--- src/rtl/i2c_txn_sequencer.sv ---
// ---------------------------------------------------------------------------
// i2c_txn_sequencer
//
// Turns one CPU request into a complete I2C transfer by issuing START / byte /
// STOP operations to a byte-level bus engine:
//   optional write phase (0-2 command bytes) -> programmable gap ->
//   optional read phase (0-6 bytes), read bytes collected into a 48-bit buffer.
// Typical use: SHT31-style "write command, wait, read 6 bytes" polling.
//
// Parameters
//   GAP_W      : width of the gap counter
//   GAP_CYCLES : clk cycles between write-phase STOP and read-phase START
//                (0 = no gap)
//
// Ports
//   clk, rst_n      : clock, synchronous active-low reset
//   req_valid/ready : request handshake (ready high only when idle)
//   req_addr        : 7-bit slave address
//   req_wlen        : write byte count 0-2 (3 behaves as 2)
//   req_wdata       : write bytes, [15:8] sent first
//   req_rlen        : read byte count 0-6 (7 behaves as 6)
//   busy            : high from accept until done
//   done            : one-cycle pulse at transfer end
//   err             : slave NACK seen during last transfer
//   rdata / rcount  : read buffer (first byte in [47:40]) / bytes stored
//   eng_valid/ready : engine op request handshake
//   eng_op          : 0 START, 1 WRITE, 2 READ, 3 STOP
//   eng_wdata       : byte for WRITE
//   eng_nack        : on READ, master NACKs this byte
//   eng_done        : one-cycle op-complete pulse from the engine
//   eng_ack         : with eng_done on WRITE, 1 = slave ACKed
//   eng_rdata       : with eng_done on READ, received byte
//   dbg_state       : current FSM state encoding (observation only)
// ---------------------------------------------------------------------------
module i2c_txn_sequencer #(
  parameter int GAP_W      = 20,
  parameter int GAP_CYCLES = 400000
) (
  input  logic        clk,
  input  logic        rst_n,
  input  logic        req_valid,
  output logic        req_ready,
  input  logic [6:0]  req_addr,
  input  logic [1:0]  req_wlen,
  input  logic [15:0] req_wdata,
  input  logic [2:0]  req_rlen,
  output logic        busy,
  output logic        done,
  output logic        err,
  output logic [47:0] rdata,
  output logic [2:0]  rcount,
  output logic        eng_valid,
  input  logic        eng_ready,
  output logic [1:0]  eng_op,
  output logic [7:0]  eng_wdata,
  output logic        eng_nack,
  input  logic        eng_done,
  input  logic        eng_ack,
  input  logic [7:0]  eng_rdata,
  output logic [3:0]  dbg_state
);

  typedef enum logic [3:0] {
    S_IDLE    = 4'd0,
    S_W_START = 4'd1,
    S_W_ADDR  = 4'd2,
    S_W_DATA  = 4'd3,
    S_W_STOP  = 4'd4,
    S_GAP     = 4'd5,
    S_R_START = 4'd6,
    S_R_ADDR  = 4'd7,
    S_R_DATA  = 4'd8,
    S_R_STOP  = 4'd9,
    S_FINISH  = 4'd10
  } state_t;

  localparam logic [1:0] OP_START = 2'd0;
  localparam logic [1:0] OP_WRITE = 2'd1;
  localparam logic [1:0] OP_READ  = 2'd2;
  localparam logic [1:0] OP_STOP  = 2'd3;

  localparam bit             HAS_GAP  = (GAP_CYCLES > 0);
  localparam logic [GAP_W-1:0] GAP_LOAD = GAP_W'((GAP_CYCLES > 0) ? (GAP_CYCLES - 1) : 0);

  // Request inputs are only looked at in the accept cycle.
  state_t            r_state;
  logic              r_wait;      // op handed to engine, waiting for eng_done
  logic [6:0]        r_addr;
  logic [1:0]        r_wlen;
  logic [15:0]       r_wdata;
  logic [2:0]        r_rlen;
  logic              r_widx;      // index of the command byte in flight
  logic [GAP_W-1:0]  r_gap_cnt;

  logic              r_req_ready;
  logic              r_busy;
  logic              r_done;
  logic              r_err;
  logic [47:0]       r_rdata;
  logic [2:0]        r_rcount;
  logic              r_eng_valid;
  logic [1:0]        r_eng_op;
  logic [7:0]        r_eng_wdata;
  logic              r_eng_nack;

  logic [1:0]        w_wlen_eff;
  logic [2:0]        w_rlen_eff;
  logic              w_accept;
  logic              w_op_done;
  logic [2:0]        w_rcount_nxt;

  assign w_wlen_eff   = (req_wlen == 2'd3) ? 2'd2 : req_wlen;
  assign w_rlen_eff   = (req_rlen == 3'd7) ? 3'd6 : req_rlen;
  assign w_accept     = r_req_ready && req_valid;
  assign w_op_done    = r_wait && eng_done;
  assign w_rcount_nxt = r_rcount + 3'd1;

  // Engine handshake: eng_valid is raised together with eng_op/eng_wdata/
  // eng_nack and all four are held unchanged until a cycle with
  // eng_valid && eng_ready. eng_valid drops the following cycle and the op
  // is then owned by the engine until its eng_done pulse; eng_done seen at any
  // other time is ignored. The next op is launched on the eng_done edge, so
  // the sequencer adds exactly one cycle per op.
  always_ff @(posedge clk) begin
    if (!rst_n) begin
      r_state     <= S_IDLE;
      r_wait      <= 1'b0;
      r_addr      <= 7'd0;
      r_wlen      <= 2'd0;
      r_wdata     <= 16'd0;
      r_rlen      <= 3'd0;
      r_widx      <= 1'b0;
      r_gap_cnt   <= '0;
      r_req_ready <= 1'b1;
      r_busy      <= 1'b0;
      r_done      <= 1'b0;
      r_err       <= 1'b0;
      r_rdata     <= 48'd0;
      r_rcount    <= 3'd0;
      r_eng_valid <= 1'b0;
      r_eng_op    <= OP_START;
      r_eng_wdata <= 8'd0;
      r_eng_nack  <= 1'b0;
    end else begin
      r_done <= 1'b0;

      if (r_eng_valid && eng_ready) begin
        r_eng_valid <= 1'b0;
        r_wait      <= 1'b1;
      end

      case (r_state)
        // FINISH is the done cycle; it already accepts the next request.
        S_IDLE, S_FINISH: begin
          if (w_accept) begin
            r_addr      <= req_addr;
            r_wlen      <= w_wlen_eff;
            r_wdata     <= req_wdata;
            r_rlen      <= w_rlen_eff;
            r_widx      <= 1'b0;
            r_rdata     <= 48'd0;
            r_rcount    <= 3'd0;
            r_err       <= 1'b0;
            r_busy      <= 1'b1;
            r_req_ready <= 1'b0;
            // wlen=0 with rlen=0 is an address probe and uses the write phase.
            r_state     <= ((w_wlen_eff != 2'd0) || (w_rlen_eff == 3'd0)) ? S_W_START : S_R_START;
            r_eng_valid <= 1'b1;
            r_eng_op    <= OP_START;
            r_eng_wdata <= 8'd0;
            r_eng_nack  <= 1'b0;
            r_wait      <= 1'b0;
          end else if (r_state == S_FINISH) begin
            r_state <= S_IDLE;
          end
        end

        S_W_START: begin
          if (w_op_done) begin
            r_state     <= S_W_ADDR;
            r_eng_valid <= 1'b1;
            r_eng_op    <= OP_WRITE;
            r_eng_wdata <= {r_addr, 1'b0};
            r_eng_nack  <= 1'b0;
            r_wait      <= 1'b0;
          end
        end

        S_W_ADDR: begin
          if (w_op_done) begin
            r_eng_valid <= 1'b1;
            r_eng_nack  <= 1'b0;
            r_wait      <= 1'b0;
            if (eng_ack && (r_wlen != 2'd0)) begin
              r_state     <= S_W_DATA;
              r_widx      <= 1'b0;
              r_eng_op    <= OP_WRITE;
              r_eng_wdata <= r_wdata[15:8];
            end else begin
              // Address NACK or probe: close the write phase.
              r_err       <= r_err | ~eng_ack;
              r_state     <= S_W_STOP;
              r_eng_op    <= OP_STOP;
              r_eng_wdata <= 8'd0;
            end
          end
        end

        S_W_DATA: begin
          if (w_op_done) begin
            r_eng_valid <= 1'b1;
            r_eng_nack  <= 1'b0;
            r_wait      <= 1'b0;
            if (eng_ack && !r_widx && (r_wlen == 2'd2)) begin
              r_widx      <= 1'b1;
              r_eng_op    <= OP_WRITE;
              r_eng_wdata <= r_wdata[7:0];
            end else begin
              r_err       <= r_err | ~eng_ack;
              r_state     <= S_W_STOP;
              r_eng_op    <= OP_STOP;
              r_eng_wdata <= 8'd0;
            end
          end
        end

        S_W_STOP: begin
          if (w_op_done) begin
            r_wait <= 1'b0;
            if ((r_rlen != 3'd0) && !r_err) begin
              if (HAS_GAP) begin
                r_state   <= S_GAP;
                r_gap_cnt <= GAP_LOAD;
              end else begin
                r_state     <= S_R_START;
                r_eng_valid <= 1'b1;
                r_eng_op    <= OP_START;
                r_eng_wdata <= 8'd0;
                r_eng_nack  <= 1'b0;
              end
            end else begin
              r_state     <= S_FINISH;
              r_done      <= 1'b1;
              r_busy      <= 1'b0;
              r_req_ready <= 1'b1;
            end
          end
        end

        // Counter runs GAP_CYCLES cycles (GAP_CYCLES-1 down to 0 inclusive).
        S_GAP: begin
          if (r_gap_cnt == '0) begin
            r_state     <= S_R_START;
            r_eng_valid <= 1'b1;
            r_eng_op    <= OP_START;
            r_eng_wdata <= 8'd0;
            r_eng_nack  <= 1'b0;
            r_wait      <= 1'b0;
          end else begin
            r_gap_cnt <= r_gap_cnt - 1'b1;
          end
        end

        S_R_START: begin
          if (w_op_done) begin
            r_state     <= S_R_ADDR;
            r_eng_valid <= 1'b1;
            r_eng_op    <= OP_WRITE;
            r_eng_wdata <= {r_addr, 1'b1};
            r_eng_nack  <= 1'b0;
            r_wait      <= 1'b0;
          end
        end

        S_R_ADDR: begin
          if (w_op_done) begin
            r_eng_valid <= 1'b1;
            r_eng_wdata <= 8'd0;
            r_wait      <= 1'b0;
            if (eng_ack) begin
              r_state    <= S_R_DATA;
              r_eng_op   <= OP_READ;
              r_eng_nack <= (r_rlen == 3'd1);
            end else begin
              r_err      <= 1'b1;
              r_state    <= S_R_STOP;
              r_eng_op   <= OP_STOP;
              r_eng_nack <= 1'b0;
            end
          end
        end

        S_R_DATA: begin
          if (w_op_done) begin
            for (int i = 0; i < 6; i++) begin
              if (r_rcount == 3'(i)) r_rdata[47-8*i -: 8] <= eng_rdata;
            end
            r_rcount    <= w_rcount_nxt;
            r_eng_valid <= 1'b1;
            r_eng_wdata <= 8'd0;
            r_wait      <= 1'b0;
            if (w_rcount_nxt == r_rlen) begin
              r_state    <= S_R_STOP;
              r_eng_op   <= OP_STOP;
              r_eng_nack <= 1'b0;
            end else begin
              // Master NACK only on the final byte of the read.
              r_eng_op   <= OP_READ;
              r_eng_nack <= (w_rcount_nxt == (r_rlen - 3'd1));
            end
          end
        end

        S_R_STOP: begin
          if (w_op_done) begin
            r_wait      <= 1'b0;
            r_state     <= S_FINISH;
            r_done      <= 1'b1;
            r_busy      <= 1'b0;
            r_req_ready <= 1'b1;
          end
        end

        default: begin
          r_state <= S_IDLE;
        end
      endcase
    end
  end

  assign req_ready = r_req_ready;
  assign busy      = r_busy;
  assign done      = r_done;
  assign err       = r_err;
  assign rdata     = r_rdata;
  assign rcount    = r_rcount;
  assign eng_valid = r_eng_valid;
  assign eng_op    = r_eng_op;
  assign eng_wdata = r_eng_wdata;
  assign eng_nack  = r_eng_nack;
  assign dbg_state = r_state;

endmodule
--- config.mk ---
export PLATFORM = sky130hd
export DESIGN_NAME = i2c_txn_sequencer
export DESIGN_NICKNAME = d
export VERILOG_FILES = /design/src/rtl/i2c_txn_sequencer.sv
export SDC_FILE = /design/constraint.sdc
export NUM_CORES = 1
export LEC_CHECK = 0
export CAP_MARGIN = 10
export CORE_MARGIN = 10
export CORE_UTILIZATION = 50
export CTS_CLUSTER_SIZE = 24
export DETAILED_ROUTE_END_ITERATION = 8
export PLACE_DENSITY = 0.75
export SYNTH_ARGS = -nofsm -noshare
export SYNTH_HDL_FRONTEND = slang
export SYNTH_SLANG_ARGS = --single-unit
--- constraint.sdc ---
create_clock -name clk -period 6.6 [get_ports clk]
set_clock_uncertainty 0.05 [all_clocks]
set_input_delay 0.66 -clock clk [delete_from_list [all_inputs] [get_ports clk]]
set_output_delay 0.66 -clock clk [all_outputs]
set_load 0.05 [all_outputs]
**Word level (Yosys, flattened, before mapping)**

Cells that the tools add are included.

- Flip-flop bits (word level): 121
- Output and inout port bits: 71
- Word-level logic and storage cells: 225
- Bits of input ports: 42

- $add $sub $neg: 3
- Mux-type cells: 100
- Bitwise logic cells: 2
- Reduce and logical (&&, ||, !) cells: 47
- Equality and inequality tests: 50

Operators with widths:

| operator | count |
|---|---|
| two-way mux 8 bit | 15 |
| two-way mux 48 bit | 2 |
| one-hot mux 48 bit (2 select lines) | 1 |
| two-way mux 20 bit | 3 |
| two-way mux 4 bit | 14 |
| one-hot mux 8 bit (7 select lines) | 1 |
| != test 2 bit, second input constant | 25 |
| one-hot mux 20 bit (2 select lines) | 1 |
| one-hot mux 4 bit (10 select lines) | 1 |
| two-way mux 1 bit | 37 |
| AND reduction 4 bit | 7 |
| AND reduction 8 bit | 3 |
| zero test 20 bit | 1 |
| two-way mux 2 bit | 10 |
| subtractor 20 x 1 -> 20 bit, second input constant | 1 |
| equality test 4 x 3 -> 1 bit, second input constant | 4 |
| two-way mux 3 bit | 5 |
| one-hot mux 1 bit (3 select lines) | 5 |
| one-hot mux 2 bit (7 select lines) | 1 |
| nonzero test 7 bit | 2 |
| equality test 4 bit, second input constant | 3 |
| AND reduction 12 bit | 1 |
| AND reduction 6 bit | 2 |
| equality test 3 bit, second input constant | 3 |
| other kinds (32) | 54 |

**Longest topological paths before layout**

Gate-level depths: netlist of run 1.

- Word-level depth: 7
- Mapped depth: 9
- Mapped depth without buffers: 7

**Worst setup path before layout of run 1**

OpenSTA, ideal clock, no wires.

- Kind: flip-flop to flip-flop
- Start point: register r_state[2] (netlist: dbg_state[2])
- End point: register r_gap_cnt[13]
- Period minus slack after synthesis: 2620 ps
- Required time: 6427 ps
- Path buffers: 2
- Arrival time: 2447 ps
- Cell stages (with the launch flop): 8
- Library setup time: 123 ps
- Path slack: 3980 ps
- Cell sequence: dfxtp_1 > clkbuf_1 > or3b_1 > or4_1 > clkbuf_1 > nand2_1 > nor2_1 > mux2_1

- Word-level cells in the longest chain between the ends: 3
- Elaborated cells between the ends (all ways): 8
- Classes of those cells: eq/ne (5); mux (1); reduce/logical (2)

RTL lines:

| element | line | text |
|---|---|---|
| from (decl) | 86 | `state_t r_state;` |
| from (signal assigned) | 167 | `r_state <= ((w_wlen_eff != 2'd0) \|\| (w_rlen_eff == 3'd0)) ? S_W_START : S_R_START;` |
| equality test 4 x 3 -> 1 bit | 152 | `case (r_state)` |
| != test 2 bit (no line) / nonzero test 2 bit (equally long branches) | -- |  |
| AND reduction 4 bit (no line) | -- |  |
| to (signal assigned) | 260 | `r_gap_cnt <= r_gap_cnt - 1'b1;` |
| to (decl) | 93 | `logic [GAP_W-1:0] r_gap_cnt;` |

Parallel ways exist; a longest one is shown, timed or not.
A chain may end at the register's enable or synchronous reset.

**Worst setup path after layout of run 1**

- Start point: register r_gap_cnt[0]
- End point: register r_eng_wdata[2] (netlist: eng_wdata[2])

- Word-level cells in the longest chain between the ends: 3

RTL lines:

| element | line | text |
|---|---|---|
| zero test 20 bit | 252 | `if (r_gap_cnt == '0) begin` |
| != test 2 bit (no line) | -- |  |
| AND reduction 8 bit (no line) | -- |  |
| to (signal assigned) | 198 | `r_eng_wdata <= r_wdata[15:8];` |
| to (signal assigned) | 217 | `r_eng_wdata <= r_wdata[7:0];` |
| to (signal assigned) | 269 | `r_eng_wdata <= {r_addr, 1'b1};` |
| to (decl) | 103 | `logic [7:0] r_eng_wdata;` |

Every way passes these cells.

==> flow_summary.ini, run 1 <==
[clocking]
cts_tree = yes
clock_latency_ns = 0.42
cts-resized-gates = 0
cts.clk_slew.worst_paths_ns = 0.05
cts_max_level = 4
clockRootBuffer = clkbuf_16
clkSinkCount = 121
cts_buffer_depth = 2
cts_buffers = 17
postCtsHoldBufs = 0
cts_setup_buffers = 0

[yosys]
ys_seq_area_frac = 0.428
synth_cells = 645
synth_nets = 696
yosysUniqueCellTypes = 70
synthArstFlopShare = 0
netlist_area_um2 = 5660
yosys_warnings = 0
synth_ff_type = dfxtp_1
synth_edf_count = 0
synth_area_per_cell_um2 = 8.77
ys_ff_latch = 121

[routing]
first_pass_iters = 5
drc = 0
drt-initial-drc-count = 361
postRouteAntennaNets = 0
wl_per_cell_um = 18.3
wirelength_mm = 16.3
vias = 5156
viasPerCell = 5.81

[timing]
maxSlewHeadroom = 0.323
grt_setup_unrepaired = no
fmax_ghz = 0.320
min_period_ns = 3.13
finalHoldViolCount = 0
finalSetupViolCount = 0
tightest_slew_ns = 1.01
maxSlewViolCount = 0
tns_ns = 0
fin_crit_sh = 0.474

[setup_path]
crit_fanout = 16
arrival_ns = 3.35
rrSetupSlack_ns = 3.47
required_ns = 6.82
path_class = reg2reg
worst_r2r_path_depth = 7
rr_endpoint = eng_wdata[2]
start_kind = flip-flop
r2r_start = r_gap_cnt[0]
crit_path_end_kind = flip-flop

[pwr]
p_clk_frac = 0.460
internal-power_uw = 1400
p_comb_frac = 0.134
netSwitchingPower_uw = 502
leakagePower_uw = 0.00280
finalPower_uw = 1900
sw_frac_of_total = 0.264
seqPwrFrac = 0.406
power.density_nw_per_um2 = 259
ir_drop_mv = 0.180

[finish]
diodes = 0
fillCellCount = 918
nNetsFinal = 785
post-route-cell-area_um2 = 7350
syn_to_final_growth_pct = 30.0
instances_no_fill = 887
layout-drive-gt1-share = 0.0736

[place]
dpl.hpwl_mm = 11.5
place_inst = 855
gp_congestion = 0.874
numPortBuffers = 112
dpl_cell_area_um2 = 6780

[die]
num_rows = 38
core-area_um2 = 10900
initial_utilization = 0.517
ios = 113
die_h_um = 126
die_x_um = 126
die-area_um2 = 16000

[grt]
grt_overflow = 0
antenna_found_initial = 0
grtUsageTotal = 0.203
grt_max_degree = 55
grt_pass1_vias = 5256
grt_pass1_wl_mm = 27.0

[min_path]
worstHoldPathCells = 2
min_path_type = reg2reg
hold_end = eng_op[1]
hp-start = eng_op[1]

[job]
max_cap_violations = 0

[run_status]
outcome = completed
synth_stat cells (3+ instances only):
master / count / area (µm²)
mux2i_1: 45 / 450
ha_1: 9 / 113
nand3_1: 4 / 20.0
a21boi_0: 3 / 22.5
buf_6: 3 / 33.8
or4b_1: 4 / 40.0
a211oi_2: 3 / 37.5
xnor2_1: 4 / 35.0
a22oi_1: 11 / 82.6
a21o_1: 3 / 22.5
xor2_1: 6 / 52.6
a21oi_1: 63 / 315
o21ai_1: 9 / 45.0
nand2_1: 79 / 297
a31oi_1: 8 / 50.1
nor3_2: 3 / 30.0
clkbuf_1: 35 / 131
nand2b_1: 4 / 25.0
and2_1: 12 / 75.1
nand4_1: 7 / 43.8
nor2_1: 64 / 240
a222oi_1: 7 / 70.1
inv_1: 11 / 41.3
dfxtp_1: 121 / 2420
nor3_1: 10 / 50.1
o21ai_0: 11 / 55.1
o21a_1: 7 / 52.6
nor2b_1: 7 / 43.8
a211oi_1: 6 / 45.0
or2_2: 5 / 31.3
o41ai_1: 4 / 35.0
or3_1: 15 / 93.8
or4_1: 8 / 60.1
buf_1: 4 / 15.0
stage by stage:
step                      hold WS, ns  worst slack (ns)  utilization
after floorplan                 0.386              3.98            -
after detailed placement        0.400              3.33        0.620
after CTS                       0.407              3.48        0.672
after global placement          0.392              3.41        0.620
after global routing            0.424              3.29        0.672
final                           0.406              3.47        0.672
kinds of logic after synthesis:
logic type / share of synthesized area
AOI/OAI and AO/OA: 0.194
xor gates and xnor gates: 0.0155
adders and majority gates: 0.0199
buffers and inverters: 0.0429
DFF: 0.428
muxes: 0.0816
and+or+nand+nor: 0.217
worst max-delay path by stage:
| stage | startpoint | to | slack [ns] | cells after the start |
|---|---|---|---|---|
| floorplan | dbg_state[2] | r_gap_cnt[13] | 3.98 | 7 |
| global placement | eng_done | rdata[46] | 3.41 | 6 |
| detailed placement | rst_n | rdata[19] | 3.33 | 4 |
| CTS | r_gap_cnt[0] | eng_wdata[1] | 3.48 | 7 |
| global route | r_gap_cnt[0] | eng_wdata[2] | 3.29 | 7 |
| finish | r_gap_cnt[0] | eng_wdata[2] | 3.47 | 7 |
power by group through the flow:
stage	Sequential (µW)	Combinational (µW)	Clock, µW
finish	773	254	875
global route	776	274	918
floorplan	813	149	0
global placement	786	248	0
CTS	773	254	884
detailed placement	788	252	0
critical path, cell delays in order (launching register included):
cell and delay, ns:
dfxtp_1 0.33, inv_1 0.09, ha_1 0.21, or3b_2 0.47, or4_4 0.60, o31ai_4 0.57
and2_1 0.52, a211oi_1 0.14
layout by cell type, fill, tap and decap left out, types with 5 or more instances in the layout:
| cell | n |
|---|---|
| o21ai_0 | 11 |
| xor2_1 | 6 |
| dfxtp_1 | 121 |
| or4_1 | 8 |
| a21oi_1 | 63 |
| a22oi_1 | 11 |
| o21ai_1 | 9 |
| or3_1 | 15 |
| a222oi_1 | 7 |
| nand2_1 | 79 |
| nor2_1 | 64 |
| clkdlybuf4s50_1 | 112 |
| and2_1 | 12 |
| o21a_1 | 7 |
| nor3_1 | 10 |
| nor2b_1 | 7 |
| clkinvlp_4 | 5 |
| or2_2 | 5 |
| clkbuf_16 | 17 |
| mux2i_1 | 45 |
| inv_1 | 11 |
| a31oi_1 | 8 |
| a211oi_1 | 6 |
| ha_1 | 9 |
| nand4_1 | 7 |
per-layer routing:
metal  wire [µm]  share of wire  vias to the layer above  GRT usage
met3         979          0.060                       18     0.0612
met2        8190           0.50                      161      0.344
li1            -              -                     2494          -
met4         174          0.011                        0     0.0603
met5           0              0                        -          0
met1        6910           0.43                     2483      0.241
registers in the layout (all words and copies together) (netlist names):
name and count:
busy 1, dbg_state 4, done 1, eng_nack 1
eng_op 2, eng_valid 1, eng_wdata 8, err 1
r_addr 7, r_gap_cnt 20, r_rlen 3, r_wait 1
r_wdata 16, r_widx 1, r_wlen 2, rcount 3
rdata 48, req_ready 1
cell type report:
class	instances	area, µm²	area share
Inverter	12	45.0	0.00613
Clock inverter	10	95.1	0.0129
Timing Repair Buffer	115	1140	0.156
Multi-Input combinational cell	467	3000	0.408
Clock buffer	22	474	0.0645
Sequential cell	121	2420	0.329
Tap cell	140	175	0.0238
(Power assumes the default switching activity.)
==> inputs of run 2 (changes only) <==
--- a/config.mk
+++ b/config.mk
@@ -7,10 +7,10 @@
 export LEC_CHECK = 0
 export CAP_MARGIN = 10
 export CORE_MARGIN = 10
-export CORE_UTILIZATION = 50
+export CORE_UTILIZATION = 47
 export CTS_CLUSTER_SIZE = 24
 export DETAILED_ROUTE_END_ITERATION = 8
-export PLACE_DENSITY = 0.75
+export PLACE_DENSITY = 0.74
 export SYNTH_ARGS = -nofsm -noshare
 export SYNTH_HDL_FRONTEND = slang
 export SYNTH_SLANG_ARGS = --single-unit
==> constraint.sdc (replaced) <==
create_clock -name clk -period 2.5 [get_ports clk]
set_clock_uncertainty 0.05 [all_clocks]
set_input_delay 0.25 -clock clk [delete_from_list [all_inputs] [get_ports clk]]
set_output_delay 0.25 -clock clk [all_outputs]
set_load 0.05 [all_outputs]
==> flow_summary.ini, run 2 (synthesis results as in run 1) <==
[run_status]
outcome = completed

[setup_path]
arrival_ns = 2.75
r2r_start = r_gap_cnt[0]
start_kind = flip-flop
crit_path_end_kind = flip-flop
cp-startpoint = r_gap_cnt[0]
required_ns = 2.79
path_cells = inv_2 > ha_4 > or3b_4 > or4_4 > o31ai_4 > buf_6 > buf_6 > a21oi_1 > a211oi_2
crit_path_top_delay_cell = or4_4
crit_top_cell = buf_6
crit_fanout = 8
path_class = reg2reg
worst_path_largest_cell_delay_ns = 0.61

[timing]
fin_crit_sh = 0.982
finalSetupViolCount = 0
maxSlewViolCount = 0
min_period_ns = 2.45
maxSlewHeadroom = 0.552
setup_slack_ns = 0.0459
tns_ns = 0
grt_setup_unrepaired = yes
finalHoldViolCount = 0
tightest_slew_ns = 0.668
fmax_ghz = 0.407

[grt]
grtUsageTotal = 0.213
grt_pass1_vias = 5369
grt_max_degree = 48
antenna_found_initial = 0
grt_overflow = 0
grt_pass1_wl_mm = 28.2

[finish]
syn_to_final_growth_pct = 40.3
ff_latch_area_um2 = 2430
multi_input_area_um2 = 3050
final_cell_mix = dfxtp_1 (118), clkdlybuf4s50_1 (112), nand2_1 (79)
layout_commonest_cell = dfxtp_1
diodes = 0
nNetsFinal = 838
largest_reg_flops = 48
fillCellCount = 953
layout-drive-gt1-share = 0.156

[place]
dp_worst_setup_slack_ns = -0.0403
dpl.hpwl_mm = 12.6
numPortBuffers = 112
gp_congestion = 0.893

[routing]
viasPerCell = 5.68
wirelength_mm = 17.3
drc = 0
first_pass_iters = 5
vias = 5379
drt-initial-drc-count = 537
postRouteAntennaNets = 0
wl_per_cell_um = 18.3

[min_path]
min_path_type = in2reg
hp-start = req_wdata[1]

[pwr]
sw_frac_of_total = 0.261
ir_drop_mv = 0.464
p_clk_frac = 0.480
p_comb_frac = 0.141
power.density_nw_per_um2 = 677
leakagePower_uw = 0.00313
netSwitchingPower_uw = 1400
internal-power_uw = 3970
seqPwrFrac = 0.378

[job]
max_cap_violations = 0

[die]
die_h_um = 130
initial_utilization = 0.475
die-area_um2 = 16800
die_x_um = 130
ios = 113
core-area_um2 = 11900
num_rows = 40

[clocking]
cts.clk_slew.worst_paths_ns = 0.06
clockRootBuffer = clkbuf_16
clkSinkCount = 121
cts_tree = yes
cts_max_level = 4
cts_buffer_depth = 2
postCtsHoldBufs = 0
clock_latency_ns = 0.42
cts_buffers = 17
[run 2: layout make-up]
cell class                      count  area share
Clock buffer                       20      0.0588
Clock inverter                     12      0.0207
Inverter                           12     0.00568
Multi-Input combinational cell    467       0.384
Sequential cell                   121       0.306
Tap cell                          147      0.0232
Timing Repair Buffer              168       0.202
[run 2: power groups by stage]
stage / combinational [µW] / clock (µW) / sequential [µW]
after floorplan: 398 / 0 / 2150
after detailed placement: 746 / 0 / 2070
final: 759 / 2580 / 2030
after CTS: 749 / 2610 / 2030
after global routing: 816 / 2710 / 2040
after global placement: 734 / 0 / 2070
[run 2: metrics by stage]
step                      cells  utilization  hold slack, ns  power (µW)  cell area, µm²
after floorplan             645            -           0.336        2540            5670
after global placement      909        0.604           0.391        2800            7190
after detailed placement    909        0.604           0.396        2820            7190
after CTS                   944        0.660           0.312        5390            7860
after global routing        947        0.666           0.333        5560            7940
final                       947        0.666           0.328        5370            7940
[run 2: worst paths after layout]
path	to	slack (ns)	depth (start not counted)
max reg2reg	eng_wdata[5]	0.05	9
min	r_wdata[1]	0.33	3
min reg2reg	eng_nack	0.40	2
max	eng_wdata[5]	0.05	9
[run 2: repair_timing]
item                       CTS  global route
setup endpoints to repair    1            29
pin swaps                    1             7
gates resized for setup      0            16
buffers inserted             3             3
[run 2: layer usage]
metal	part of all wire	GRT usage	vias to the layer above
met3	0.079	0.0738	23
li1	-	-	2613
met5	0	0	-
met2	0.49	0.346	169
met1	0.42	0.259	2574
met4	0.014	0.0675	0
[run 2: critical path, delay by kind of cell, from the launching register on]
kind | cells | cell delay (ns)
simple gates | 2 | 0.99
compound gates | 3 | 0.53
buf+inv | 3 | 0.33
flops | 1 | 0.32
fa+ha+maj | 1 | 0.14
